`src/rtl/ni_inject_buf_if.sv`:
```
// Flit bus between the injection buffer, the dmem transmit port and the router input.
// Latency: none (signal bundle only).
// Backpressure: out_ready stalls the router side; the in_flit side has no backpressure.

`ifndef PKTW
`define PKTW 31
`endif
`ifndef FLOWBH
`define FLOWBH 31
`endif
`ifndef FLOWBL
`define FLOWBL 30
`endif

interface ni_inject_buf_if;
    logic [`PKTW:0] in_flit;
    logic [`PKTW:0] out_flit;
    logic           out_valid;
    logic           out_ready;

    // Buffer side: consumes in_flit, presents out_flit to the router.
    modport slave (
        input  in_flit,
        input  out_ready,
        output out_flit,
        output out_valid
    );

    // Environment side: dmem drives in_flit, router drives out_ready.
    modport master (
        output in_flit,
        output out_ready,
        input  out_flit,
        input  out_valid
    );
endinterface

```
`src/rtl/ni_inject_buf.sv`:
```
// Injection buffer: queues the dmem flit stream, checks HEAD/BODY/TAIL framing, counts sent packets.
// Latency: a flit pushed at edge N is on out_flit after edge N (no bypass); 1 push + 1 pop per cycle.
// Backpressure: out_ready stalls the output; input never stalls, so flits arriving at a full FIFO are dropped (ovf).
// Optional INJ_STORE_FWD_EN: hold a HEAD at the output until its whole packet is buffered.

`ifndef PKTW
`define PKTW 31
`endif
`ifndef FLOWBH
`define FLOWBH 31
`endif
`ifndef FLOWBL
`define FLOWBL 30
`endif

module ni_inject_buf #(
    parameter int PU_NUM = 0,
    parameter int DEPTH  = 16
) (
    input  logic            clk,
    input  logic            rst,
    ni_inject_buf_if.slave  bus,
    output logic            ovf,
    output logic            err,
    output logic [15:0]     pkt_cnt,
    output logic            busy
);
    localparam int AW = $clog2(DEPTH);
    localparam int CW = AW + 1;

    localparam logic [1:0] FL_IDLE = 2'd0;
    localparam logic [1:0] FL_HEAD = 2'd1;
    localparam logic [1:0] FL_BODY = 2'd2;
    localparam logic [1:0] FL_TAIL = 2'd3;

    // Pointer wrap relies on a power-of-two depth.
    if (DEPTH < 4 || (DEPTH & (DEPTH - 1)) != 0) begin : g_bad_depth
        $error("ni_inject_buf PU%0d: DEPTH %0d must be a power of two >= 4", PU_NUM, DEPTH);
    end

    typedef enum logic {IDLE = 1'b0, IN_PKT = 1'b1} state_t;

    state_t         state_q;
    state_t         state_d;
    logic [`PKTW:0] mem [DEPTH];
    logic [AW-1:0]  wr_ptr;
    logic [AW-1:0]  rd_ptr;
    logic [CW-1:0]  count;
    logic [1:0]     in_flow;
    logic [1:0]     head_flow;
    logic           accept;
    logic           frame_err;
    logic           full;
    logic           empty;
    logic           push;
    logic           pop;
    logic           drop;

    assign in_flow   = bus.in_flit[`FLOWBH:`FLOWBL];
    assign empty     = (count == '0);
    assign full      = (count == CW'(DEPTH));
    assign pop       = bus.out_valid && bus.out_ready;
    // A pop in the same cycle frees the slot, so full only blocks when nothing leaves.
    assign push      = accept && (!full || pop);
    assign drop      = accept && full && !pop;

    // Masking with empty keeps out_flit at zero in reset and when idle.
    assign bus.out_flit = empty ? '0 : mem[rd_ptr];
    assign head_flow    = bus.out_flit[`FLOWBH:`FLOWBL];

    assign busy = !empty || (state_q == IN_PKT);

    // Framing state register.
    always_ff @(posedge clk or negedge rst) begin
        if (!rst) state_q <= IDLE;
        else      state_q <= state_d;
    end

    // Framing next state; dropped (overflow) flits still advance it.
    always_comb begin
        state_d = state_q;
        case (state_q)
            IDLE:    if (in_flow == FL_HEAD) state_d = IN_PKT;
            IN_PKT:  if (in_flow == FL_TAIL) state_d = IDLE;
            default: state_d = IDLE;
        endcase
    end

    // Framing decode: which flits enter the queue and which are violations.
    always_comb begin
        accept    = 1'b0;
        frame_err = 1'b0;
        case (state_q)
            IDLE: begin
                accept    = (in_flow == FL_HEAD);
                frame_err = (in_flow == FL_BODY) || (in_flow == FL_TAIL);
            end
            IN_PKT: begin
                // A HEAD inside a packet is kept: it starts the next packet.
                accept    = (in_flow != FL_IDLE);
                frame_err = (in_flow == FL_HEAD);
            end
            default: ;
        endcase
    end

    // Flit storage; contents need no reset because count gates visibility.
    always_ff @(posedge clk) begin
        if (push) mem[wr_ptr] <= bus.in_flit;
    end

    // Queue pointers and occupancy.
    always_ff @(posedge clk or negedge rst) begin
        if (!rst) begin
            wr_ptr <= '0;
            rd_ptr <= '0;
            count  <= '0;
        end else begin
            if (push) wr_ptr <= wr_ptr + AW'(1);
            if (pop)  rd_ptr <= rd_ptr + AW'(1);
            count <= count + CW'(push) - CW'(pop);
        end
    end

    // Sticky error flags and forwarded-packet counter.
    always_ff @(posedge clk or negedge rst) begin
        if (!rst) begin
            ovf     <= 1'b0;
            err     <= 1'b0;
            pkt_cnt <= '0;
        end else begin
            if (drop)      ovf <= 1'b1;
            if (frame_err) err <= 1'b1;
            if (pop && head_flow == FL_TAIL) pkt_cnt <= pkt_cnt + 16'd1;
        end
    end

`ifdef INJ_STORE_FWD_EN
    logic [4:0] tails_buf;
    logic       gate;

    // Number of complete packets currently buffered.
    always_ff @(posedge clk or negedge rst) begin
        if (!rst) tails_buf <= '0;
        else      tails_buf <= tails_buf + 5'(push && in_flow == FL_TAIL)
                                         - 5'(pop && head_flow == FL_TAIL);
    end

    // Only a HEAD is held back; a full FIFO without a complete packet releases it,
    // otherwise a packet longer than DEPTH could never leave. The FIFO stays full
    // until that HEAD pops, so out_valid cannot fall without a pop.
    assign gate          = (head_flow == FL_HEAD) && (tails_buf == '0) && !full;
    assign bus.out_valid = !empty && !gate;
`else
    assign bus.out_valid = !empty;
`endif

endmodule
```
`src/flat_wrapper.sv`:
```
// flat-port wrapper written by rule: the top's interface ports become plain ports
module ni_inject_buf_flat 
#(
    parameter int PU_NUM = 0,
    parameter int DEPTH  = 16
)
  (clk, rst, ovf, err, pkt_cnt, busy, bus_in_flit, bus_out_ready, bus_out_flit, bus_out_valid);
  ni_inject_buf_if bus_i ();
  input  logic clk;
  input  logic rst;
  output logic ovf;
  output logic err;
  output logic [15:0] pkt_cnt;
  output logic busy;
  input wire logic [$bits(bus_i.in_flit)-1:0] bus_in_flit;
  input wire logic [$bits(bus_i.out_ready)-1:0] bus_out_ready;
  output wire logic [$bits(bus_i.out_flit)-1:0] bus_out_flit;
  output wire logic [$bits(bus_i.out_valid)-1:0] bus_out_valid;
  assign bus_i.in_flit = bus_in_flit;
  assign bus_i.out_ready = bus_out_ready;
  assign bus_out_flit = bus_i.out_flit;
  assign bus_out_valid = bus_i.out_valid;
  ni_inject_buf #(.PU_NUM(PU_NUM), .DEPTH(DEPTH)) u_core (.clk(clk), .rst(rst), .bus(bus_i), .ovf(ovf), .err(err), .pkt_cnt(pkt_cnt), .busy(busy));
endmodule
```
`config.mk`:
```
export PLATFORM = sky130hd
export DESIGN_NAME = ni_inject_buf_flat
export DESIGN_NICKNAME = d
export VERILOG_FILES = /design/src/rtl/ni_inject_buf_if.sv /design/src/rtl/ni_inject_buf.sv /design/src/flat_wrapper.sv
export SDC_FILE = /design/constraint.sdc
export NUM_CORES = 1
export LEC_CHECK = 0
export BUFFER_PORTS_ARGS = -buffer_cell sky130_fd_sc_hd__buf_2
export CAP_MARGIN = 40
export CORE_MARGIN = 5
export CORE_UTILIZATION = 55
export DETAILED_ROUTE_END_ITERATION = 10
export PLACE_DENSITY = 0.73
export SLEW_MARGIN = 20
export SYNTH_ARGS = -nofsm -noshare
export SYNTH_HDL_FRONTEND = slang
export SYNTH_SLANG_ARGS = --single-unit
export TNS_END_PERCENT = 100
```
`constraint.sdc`:
```
create_clock -name clk -period 3.69 [get_ports clk]
set_input_delay 0.369 -clock clk [delete_from_list [all_inputs] [get_ports clk]]
set_output_delay 0.369 -clock clk [all_outputs]
set_load 0.01 [all_outputs]
```
==> run metrics <==
CP most frequent cell=mux4_2; CP peak stage delay=0.91 ns; Lkg Pwr=0.00785 uW; Clock Tree Buf Depth=3; Post-Synthesis Cells=904; top post-synthesis cells by area=edfxtp_1 (73%), mux4_2 (17%), dfrtp_1 (3.8%); CTS tree=done; global-route wire length before repair=64100 microns; Yosys top cell area share=73.1%; Starting DRT DRC Count=901; list of most frequent post-synthesis cells=edfxtp_1 (512), mux4_2 (160), and2_1 (34); Clock Root Buffer=clkbuf_16; vias=9558; register area share after synthesis=76.9%; slew at the pin with the worst max-slew slack=0.808 ns; normalized max-slew margin=46.1%; MaxCap Viol Count=0; final core occ=64.0%; cts repair resizes=0; Cell Area, Synth=21000 sq um; Die Height=206 microns; Arr. time, crit path=3.16 ns; clock transition at the registers of the reported paths=0.06 ns; Final Critical Period=3.53 ns; worst min-delay path class=in -> reg; total power=18400 uW; leading register cell type out of synthesis=edfxtp_1; initial core utilization=55.8%; Critical Path Sink Type=output pin; Die X=206 microns; mean area per synthesized cell=23.3 sq um; Hold Slack=0.139 ns; Post-Synthesis Net Count=952; number of global-route vias before repair=10.1k; crit-path cells=buf_4 -> mux4_2 -> mux4_2 -> and2_1 -> buf_2; DIE AREA=42200 sq um; period utilization=95.6%; I/O pin cnt=87; Routed WL=42600 microns; most instantiated library cell after synthesis=edfxtp_1; remaining antenna violation count after routing=0; clk_lat worst skew=0.60 ns; Area Growth Syn to Fin=14.7%; DRC Markers=0; RSZ-0062 raised after global routing=no; initial antenna violation count=2; diodes inserted=0; final hold violation count=0; Cell variety after synth=33; # setup viols final=0; grt ovf=0; number of nets in the layout=1085; CP Launch Type=flop; routed length per instance=26.8 microns; GP Congestion=0.751; Tot GR Track Use=20.7%; port bufs=86; layout cell share with drive strength beyond 1=34.3%; Yosys top cell by area=edfxtp_1; critical path required time=3.32 ns; status=completed; largest net degree at the start of global routing=51; critical path type=reg -> out; VDD IR-drop max=0.466 mV; Core ar.=37700 sq um; pwr/cell area=764 nW/um^2; CTS sink cnt=544; Crit Path Max Fanout=50; Max Freq=0.283 GHz; Post-synth EDFFs=512; vias per inst=6.02; FFs w/ async S/R, synth=5.88%; Yosys warnings=0; DP Wirelength=23300 microns; drt pass-1 iters=5; setup total negative slack=0 ns; clock skew=0.0152 ns; FF+latch count, synth=544; htree depth=2; CP max-delay cell=dfrtp_4; Num CTS Buffers=53; max-slew violation count=0; Rows=71
cell type report:
class                      count  area, sq um
tap                          511          639
timing repair buffer         123          936
fill                        2509        13600
sequential                   544        16200
clock buffer                  75         1410
multi-input combinational    302         4730
clock inverter                20          164
inverter                      13         48.8
layout by cell type, fill, tap and decap left out, drive strengths merged:
cell type	n
a21boi	1
a21o	1
a21oi	3
a31o	1
and2	34
and3	4
and4	2
buf	122
bufinv	2
clkbuf	75
clkinv	14
clkinvlp	1
dfrtp	32
dlygate4sd3	1
edfxtp	512
fa	1
ha	12
inv	16
mux2	3
mux2i	1
mux4	160
nand2	13
nand2b	2
nand3	7
nand4	7
nor2	15
nor2b	2
nor3	4
nor4b	2
o21ai	2
xnor2	22
xor2	3
what timing repair did:
item | CTS | global route
setup buffers | 0 | 0
endpoints found under the hold margin | 32 | 0
hold buffers | 1 | 0
final timing paths:
kind / from / endpoint / slack, ns / cells after the start
min in group asynchronous: rst / u_core.count[4]$_DFF_PN0_ / 0.26 / 3
min reg2reg: u_core.pkt_cnt[15]$_DFFE_PN0P_ / u_core.pkt_cnt[15]$_DFFE_PN0P_ / 0.47 / 1
max: u_core.rd_ptr[1]$_DFFE_PN0P_ / bus_out_flit[30] / 0.16 / 5
max reg2reg: u_core.count[3]$_DFF_PN0_ / u_core.count[4]$_DFF_PN0_ / 0.70 / 14
max in group asynchronous: rst / u_core.rd_ptr[0]$_DFFE_PN0P_ / 3.24 / 3
min: bus_in_flit[5] / u_core.mem[15][5]$_DFFE_PP_ / 0.14 / 1
registers in the layout (all words and copies together), names as in the netlist, named ones only:
| register | flops |
|---|---|
| u_core.err | 1 |
| u_core.mem | 512 |
| u_core.wr_ptr | 4 |
| u_core.rd_ptr | 4 |
| u_core.count | 5 |
| u_core.pkt_cnt | 16 |
| u_core.ovf | 1 |
per-stage QoR:
step	area, sq um	cells	worst slack [ns]
3_3_place_gp	22500	1491	0.782
4_1_cts	24100	1587	0.150
2_1_floorplan	21000	904	0.610
3_5_place_dp	22500	1491	0.707
6_report	24100	1588	0.161
5_1_grt	24100	1588	0.0779
cell families after synthesis:
group | share of synthesized area, %
DFF | 76.9
AOI/OAI and AO/OA | 0.232
xor gates and xnor gates | 1.04
adders and majority gates | 0.809
buffers and inverters | 1.20
and+or+nand+nor | 2.41
muxes | 17.4
worst max-delay path, delay by kind of cell, from the launching register on:
| kind | cells | cell delay [ns] |
|---|---|---|
| AND/OR/NAND/NOR | 1 | 0.18 |
| buffers and inverters | 2 | 0.52 |
| multiplexers | 2 | 0.87 |
| flip-flops | 1 | 0.91 |
layer usage:
metal,part of all wire [%],up-vias,GRT usage [%]
li1,-,4042,-
met1,42,5117,29.5
met2,50,333,34.2
met3,6.2,62,4.11
met4,1.8,4,4.35
met5,0.049,-,0
power by group:
group / total (uW) / switching [uW] / internal, uW
Clock: 4970 / 2170 / 2800
Sequential: 7980 / 513 / 7470
Combinational: 5460 / 2600 / 2860
Power figures use the tool's default switching activity.
